===== config.mk =====
export PLATFORM = sky130hd
export DESIGN_NAME = mul_man_final
export DESIGN_NICKNAME = d
export VERILOG_FILES = /design/src/rtl/mul_man_final.sv
export SDC_FILE = /design/constraint.sdc
export NUM_CORES = 1
export LEC_CHECK = 0
export CELL_PAD_IN_SITES_DETAIL_PLACEMENT = 0
export CELL_PAD_IN_SITES_GLOBAL_PLACEMENT = 1
export CORE_AREA = 3 3 104 106
export DETAILED_ROUTE_END_ITERATION = 10
export DIE_AREA = 0 0 107 109
export MAX_ROUTING_LAYER = met4
export PLACE_DENSITY_LB_ADDON = 0.1
export SYNTH_ARGS = -nofsm -noshare
export SYNTH_HDL_FRONTEND = slang
export SYNTH_SLANG_ARGS = --single-unit

===== constraint.sdc =====
create_clock -name clk -period 6.83 [get_ports clk]
set_input_delay 1.366 -clock clk [delete_from_list [all_inputs] [get_ports clk]]
set_output_delay 1.366 -clock clk [all_outputs]
set_load 0.05 [all_outputs]

===== src/rtl/mul_man_final.sv =====
// Final mantissa-multiplier stage: resolves the carry-save pair, normalizes to 12 bits,
// rounds to nearest-even and reports the exponent increment. Optional MUL_RAW_PROD_EN adds out_prod.
module mul_man_final #(
  parameter int TAG_W = 8
) (
  input  logic             clk,
  input  logic             rst_n,
  input  logic             in_valid,
  output logic             in_ready,
  input  logic [23:0]      in_sum,
  input  logic [18:0]      in_carry,
  input  logic [TAG_W-1:0] in_tag,
  output logic             out_valid,
  input  logic             out_ready,
  output logic [11:0]      out_man,
  output logic [1:0]       out_exp_inc,
  output logic             out_zero,
  output logic             out_unnorm,
`ifdef MUL_RAW_PROD_EN
  output logic [23:0]      out_prod,
`endif
  output logic [TAG_W-1:0] out_tag
);

  // Handshake: a transfer happens on a side only when valid & ready are both high
  // at the clock edge. Once valid is raised, the producer holds it and its data until
  // the transfer. in_ready is combinational from out_ready (no skid buffer).
  logic             s1_valid;
  logic [23:0]      s1_sum;
  logic [18:0]      s1_carry;
  logic [TAG_W-1:0] s1_tag;

  logic s2_adv;
  logic s1_adv;

  assign s2_adv   = !out_valid | out_ready;
  assign s1_adv   = !s1_valid | s2_adv;
  assign in_ready = s1_adv;

  logic [18:0] prod_hi;
  logic [23:0] prod;
  logic [11:0] m;
  logic        g;
  logic        st;
  logic        e;
  logic        up;
  logic [11:0] man_n;
  logic [1:0]  inc_n;
  logic        zero_n;
  logic        unnorm_n;

  always_comb begin
    prod_hi  = s1_sum[23:5] + s1_carry;
    prod     = {prod_hi, s1_sum[4:0]};
    m        = prod[22:11];
    g        = prod[10];
    st       = |prod[9:0];
    e        = 1'b0;
    if (prod[23]) begin
      m  = prod[23:12];
      g  = prod[11];
      st = |prod[10:0];
      e  = 1'b1;
    end
    up       = g & (st | m[0]);
    man_n    = m + {11'd0, up};
    inc_n    = {1'b0, e};
    // Rounding 12'hFFF up carries out of the mantissa: renormalize to 1.0
    if (up && (m == 12'hFFF)) begin
      man_n = 12'h800;
      inc_n = {1'b0, e} + 2'd1;
    end
    zero_n   = (prod == 24'd0);
    unnorm_n = (prod[23:22] == 2'b00) && !zero_n;
    if (zero_n) begin
      man_n = 12'd0;
      inc_n = 2'd0;
    end
  end

  // S1: capture the carry-save pair
  always_ff @(posedge clk or negedge rst_n) begin
    if (!rst_n) begin
      s1_valid <= 1'b0;
      s1_sum   <= '0;
      s1_carry <= '0;
      s1_tag   <= '0;
    end else if (s1_adv) begin
      s1_valid <= in_valid;
      if (in_valid) begin
        s1_sum   <= in_sum;
        s1_carry <= in_carry;
        s1_tag   <= in_tag;
      end
    end
  end

  // S2: capture the rounded result; a bubble from S1 clears out_valid
  always_ff @(posedge clk or negedge rst_n) begin
    if (!rst_n) begin
      out_valid   <= 1'b0;
      out_man     <= '0;
      out_exp_inc <= '0;
      out_zero    <= 1'b0;
      out_unnorm  <= 1'b0;
      out_tag     <= '0;
`ifdef MUL_RAW_PROD_EN
      out_prod    <= '0;
`endif
    end else if (s2_adv) begin
      out_valid <= s1_valid;
      if (s1_valid) begin
        out_man     <= man_n;
        out_exp_inc <= inc_n;
        out_zero    <= zero_n;
        out_unnorm  <= unnorm_n;
        out_tag     <= s1_tag;
`ifdef MUL_RAW_PROD_EN
        out_prod    <= prod;
`endif
      end
    end
  end

endmodule


== Word-level counts from Yosys, hierarchy flattened ==
Index checks and enable logic that the tools add are counted.
Widths: inputs -> output; s select.
Operators by class
  equality and inequality tests: 1
  $add $sub $neg: 3
  reduce and logical (&&, ||, !) cells: 11
  muxes and demuxes: 8
  bitwise logic cells: 4
Operators by type and width (number)
  $mux 12: 3
  $logic_not 24->1: 1
  $add 19x19->19: 1
  $add 12x1->12: 1
  $eq 12x12->1 const B: 1
  $reduce_or 11->1: 1
  $reduce_or 10->1: 1
  $mux 2: 2
  $reduce_and 2->1: 2
  $logic_not 1->1: 3
  $mux 1: 3
  $or 1x1->1: 3
  $add 1x1->2 const B: 1
  $logic_and 1x1->1: 2
  $logic_not 2->1: 1
  $and 1x1->1: 1
Word-level totals
  logic and storage cells: 37
  flip-flop bits (word level): 77
  bits of input ports: 55
  output and inout bits: 26

== Longest topological paths before layout ==
  depth after elaboration: 8
  depth in mapped cells: 18
  depth with buffers taken out: 16

== Worst setup path before layout ==
Ideal clock, no wire load.
  path type: flip-flop to flip-flop
  start: register s1_sum[20]
  end: register out_man[10]
  path slack: 2490 ps
  library setup time: 122 ps
  data arrival time: 4218 ps
  cell stages (with the launch flop): 18
  path through: dfrtp_1 -> ha_1 -> clkbuf_1 -> a21o_1 -> a221o_1 -> and2_0 -> a311o_1 -> nor2_1 -> clkbuf_1 -> nand2_1 -> a21oi_1 -> ha_1 -> nand2_1 -> or4_1 -> buf_2 -> or3_1 -> o311a_1 -> a32o_1
On the way
  word-level cells in the longest chain between the ends: 7
  elaborated cells between the ends (all ways): 12
  those cells by class: add/sub: 2; eq/ne: 1; mux: 5; bitwise: 2; reduce/logical: 2
Ends and longest elaborated chain
  start, declared: RTL line 29  | logic [23:0] s1_sum;
  start signal, assigned: RTL line 91  | s1_sum <= in_sum;
  $add 19x19->19 (*): RTL line 53  | prod_hi = s1_sum[23:5] + s1_carry;
  $mux 1 or $mux 12 (tied branches): RTL line 59  | if (prod[23]) begin
  $or 1x1->1: RTL line 65  | up = g & (st | m[0]);
  $and 1x1->1: RTL line 65
  $add 12x1->12 or $logic_and 1x1->1 (tied branches): RTL line 66, 69
  $mux 12: RTL line 69  | if (up && (m == 12'hFFF)) begin
  $mux 12 (*): RTL line 75  | if (zero_n) begin
  end signal, assigned: RTL line 113  | out_man <= man_n;
  end, declared: RTL line 15  | output logic [11:0] out_man,
Every way passes the cells marked *; elsewhere a longest branch is shown, timed or not.
A chain may end at the register's enable or synchronous reset.

== Worst setup path in the final report ==
  start: register s1_sum[14]
  end: register out_man[10]
Same word-level chain as after synthesis.

==> flow_summary_export.csv <==
group,metric,value,unit
placement,placedCellCount,595,
clocking,clockBufferDepth,2,
timing,finalCriticalPeriod,4.57,ns
die,io_pins,81,
power,p_leak,2.25,nW
final_layout,final_area,5510,sq um
critical_path,critPathCaptureType,"flop",
critical_path,worstPathArrival,4.81,ns
timing,finalHoldViolations,0,
final_layout,antenna_cells,0,
route,avgViaCountPerCell,5.64,
clocking,clkSinkCount,77,
power,power.density,377,nW/um^2
synth,synthMuxAreaShare,15.3,%
placement,gp_congestion,0.874,
die,coreArea,9860,sq um
global_routing,grt_pass1_vias,3423,
clocking,cts_setup_buffers,0,
die,die_w,107,microns
timing,period_share,66.9,%
clocking,clkTransAtPathRegs,0.07,ns
placement,dpl_cell_area,5320,sq um
power,ir_worst_vdd,0.213,mV
synth,synth_top_area_cell,"dfrtp_1",
route,drc_errors,0,
critical_path,worstSetupStartpointType,"flop",
timing,fin_tns_setup,0,ns
final_layout,multiInputGateArea,2400,sq um
synth,synth_most_common_cell,"dfrtp_1",
global_routing,grt_overflow_total,0,
final_layout,fin_nets,549,
timing,drv_slew,0,
synth,synth_compound_area_share,16.7,%
placement,hpwl,7350,microns
route,drt_pass1_iterations,4,
die,initial_core_util,44.9,%
synth,syn_nets,477,
timing,fin_skew,0.0102,ns
route,drt_iter0_drc,119,
global_routing,antenna_found_initial,0,
timing,worst_slack,2.26,ns
route,detail-route-antenna-nets,0,
critical_path,required,7.07,ns
synth,synth.area.top_cells,"dfrtp_1 (44%), mux2_2 (15%), ha_1 (5.7%), xnor2_1 (2.6%), a21oi_1 (2.5%)",
clocking,cts_max_level,3,
timing,clock.fmax,219,MHz
synth,synth_commonest_cells,"dfrtp_1 (77), mux2_2 (60), nand2_1 (25)",
route,routed-via-count,3443,
clocking,numCtsBuffers,9,
critical_path,cp_max_fo,23,
worst_hold_path,hp-class,"reg -> reg",
synth,synth-edff-count,0,
final_layout,fill_cells,840,
synth,synth_xor_area_share,4.52,%
synth,syn_inst,401,
synth,synth_top_family_by_area,"compound AO/OA/AOI/OAI gates",
critical_path,crit_type,"reg -> reg",
global_routing,grt_pass1_wl,16300,microns
synth,yosysWarnings,0,
route,wirelength,9760,microns
route,wl_per_cell,16.0,microns
synth,syn_area_per_cell,11.0,sq um
final_layout,ff_latch_area,1930,sq um
synth,synth_simple_gate_area_share,11.6,%
synth,netlist_area,4430,sq um
synth,synth_top_area_share,43.5,%
final_layout,drive_gt1_share,18.2,%
synth,synthArstFlopShare,100,%
clocking,clk-insertion-delay-late,0.36,ns
timing,setup_violations,0,
final_layout,instances_no_fill,610,
synth,synth-seq-cells,77,
clocking,root_buffer,"clkbuf_8",
die,die_area,11700,sq um
global_routing,grt.total_usage,18.1,%
synth,synth_flop_cell,"dfrtp_1",
clocking,cts_resized,0,
global_routing,grt_max_degree,78,
synth,ys_seq_area_share,43.5,%
synth,synthAdderAreaFrac,6.10,%
placement,place_ws,2.31,ns
timing,rsz0062_at_grt,"false",
flow_run,cap_viol_max_count,0,
status,status,"finished, final reports clean",
die,rows,36,
synth,synth.distinct_cells,59,
clocking,cts_hold_buf,0,
die,die_y,109,microns
clocking,cts_tree,"yes",
timing,worst_slew_pin_slew,1.14,ns
timing,relSlewSlack,23.1,%
placement,numPortBuffers,80,
final_layout,syn_to_final_growth,24.3,%
-- stage by stage --
stage / power [W] / util, % / hold WS [ns]
6_report: 0.00208 / 55.8 / 0.495
5_1_grt: 0.00222 / 55.8 / 0.525
4_1_cts: 0.00209 / 55.8 / 0.502
3_5_place_dp: 0.00175 / 53.9 / 0.485
3_3_place_gp: 0.00175 / 53.9 / 0.479
2_1_floorplan: 0.00143 / - / 0.475
-- routing by layer --
layer | share of wire (%) | global-route usage (%) | up-vias
met5 | 0 | - | -
met4 | 1.5 | 6.21 | 0
met3 | 4.5 | 3.55 | 15
met2 | 49 | 29.6 | 87
met1 | 45 | 22.5 | 1679
li1 | - | - | 1662
-- state kept, by name, indices dropped and copies added, names as in the netlist --
register	cells
s1_tag	8
out_exp_inc	2
out_tag	8
out_valid	1
out_zero	1
out_unnorm	1
out_man	12
s1_valid	1
s1_sum	24
s1_carry	19
-- logic make-up after synthesis --
group | after synthesis
AO/OA/AOI/OAI | 102
AND/OR/NAND/NOR | 96
flip-flops | 77
multiplexers | 60
buffers and inverters | 23
XOR/XNOR | 22
adder cells (fa/ha/maj) | 21
-- where the power goes --
| part | internal, W | switching [W] |
|---|---|---|
| Sequential | 0.000555 | 0.0000535 |
| Combinational | 0.000442 | 0.000689 |
| Clock | 0.000167 | 0.000169 |
-- placed cells by master (no fill, tap or decap), drive strengths merged, types with 3 or more instances in the layout --
cell and count:
nor4 5, ha 20, or4 3, a21oi 24, and4 3, nor2 17
nor3 11, a32o 8, nand2 25, o21ai 18, mux2 60, xnor2 14
a211oi 5, nand4 6, xor2 8, a211o 3, or3 4, buf 3
a22o 7, clkinv 4, nand3 4, dfrtp 77, clkbuf 9, a21o 7
and2 6, clkdlybuf4s50 79, nand2b 6
-- worst max-delay path: stages, from the launching register on --
cell and delay [ns]:
dfrtp_1 0.38, ha_1 0.39, a21oi_1 0.27, o22ai_1 0.16, nor3_1 0.35, a311o_1 0.22
nor2_1 0.04, buf_4 0.20, inv_1 0.34, nand2_1 0.09, a21oi_1 0.16, ha_1 0.21
nand2_1 0.10, or4_1 0.56, or3_1 0.41, o311a_1 0.30, a32o_1 0.26
-- final cells by class --
cell class / count / share of cell area (%)
Clock buffer: 9 / 2.25
Clock inverter: 6 / 1.18
Inverter: 2 / 0.136
Multi-Input combinational cell: 301 / 43.6
Sequential cell: 77 / 35.0
Tap cell: 133 / 3.02
Timing Repair Buffer: 82 / 14.8
-- worst paths after layout --
check / from / endpoint / slack [ns] / cells after the start
worst max register to register: s1_sum[14]$_DFFE_PN0P_ / out_man[10]$_DFFE_PN0P_ / 2.26 / 16
worst max-delay path: s1_sum[14]$_DFFE_PN0P_ / out_man[10]$_DFFE_PN0P_ / 2.26 / 16
worst min register to register: out_man[9]$_DFFE_PN0P_ / out_man[9]$_DFFE_PN0P_ / 0.49 / 1
min in group asynchronous: rst_n / out_man[6]$_DFFE_PN0P_ / 1.17 / 1
worst min-delay path: out_man[9]$_DFFE_PN0P_ / out_man[9]$_DFFE_PN0P_ / 0.49 / 1
max in group asynchronous: rst_n / s1_sum[18]$_DFFE_PN0P_ / 5.07 / 1
(Power assumes the default switching activity.)
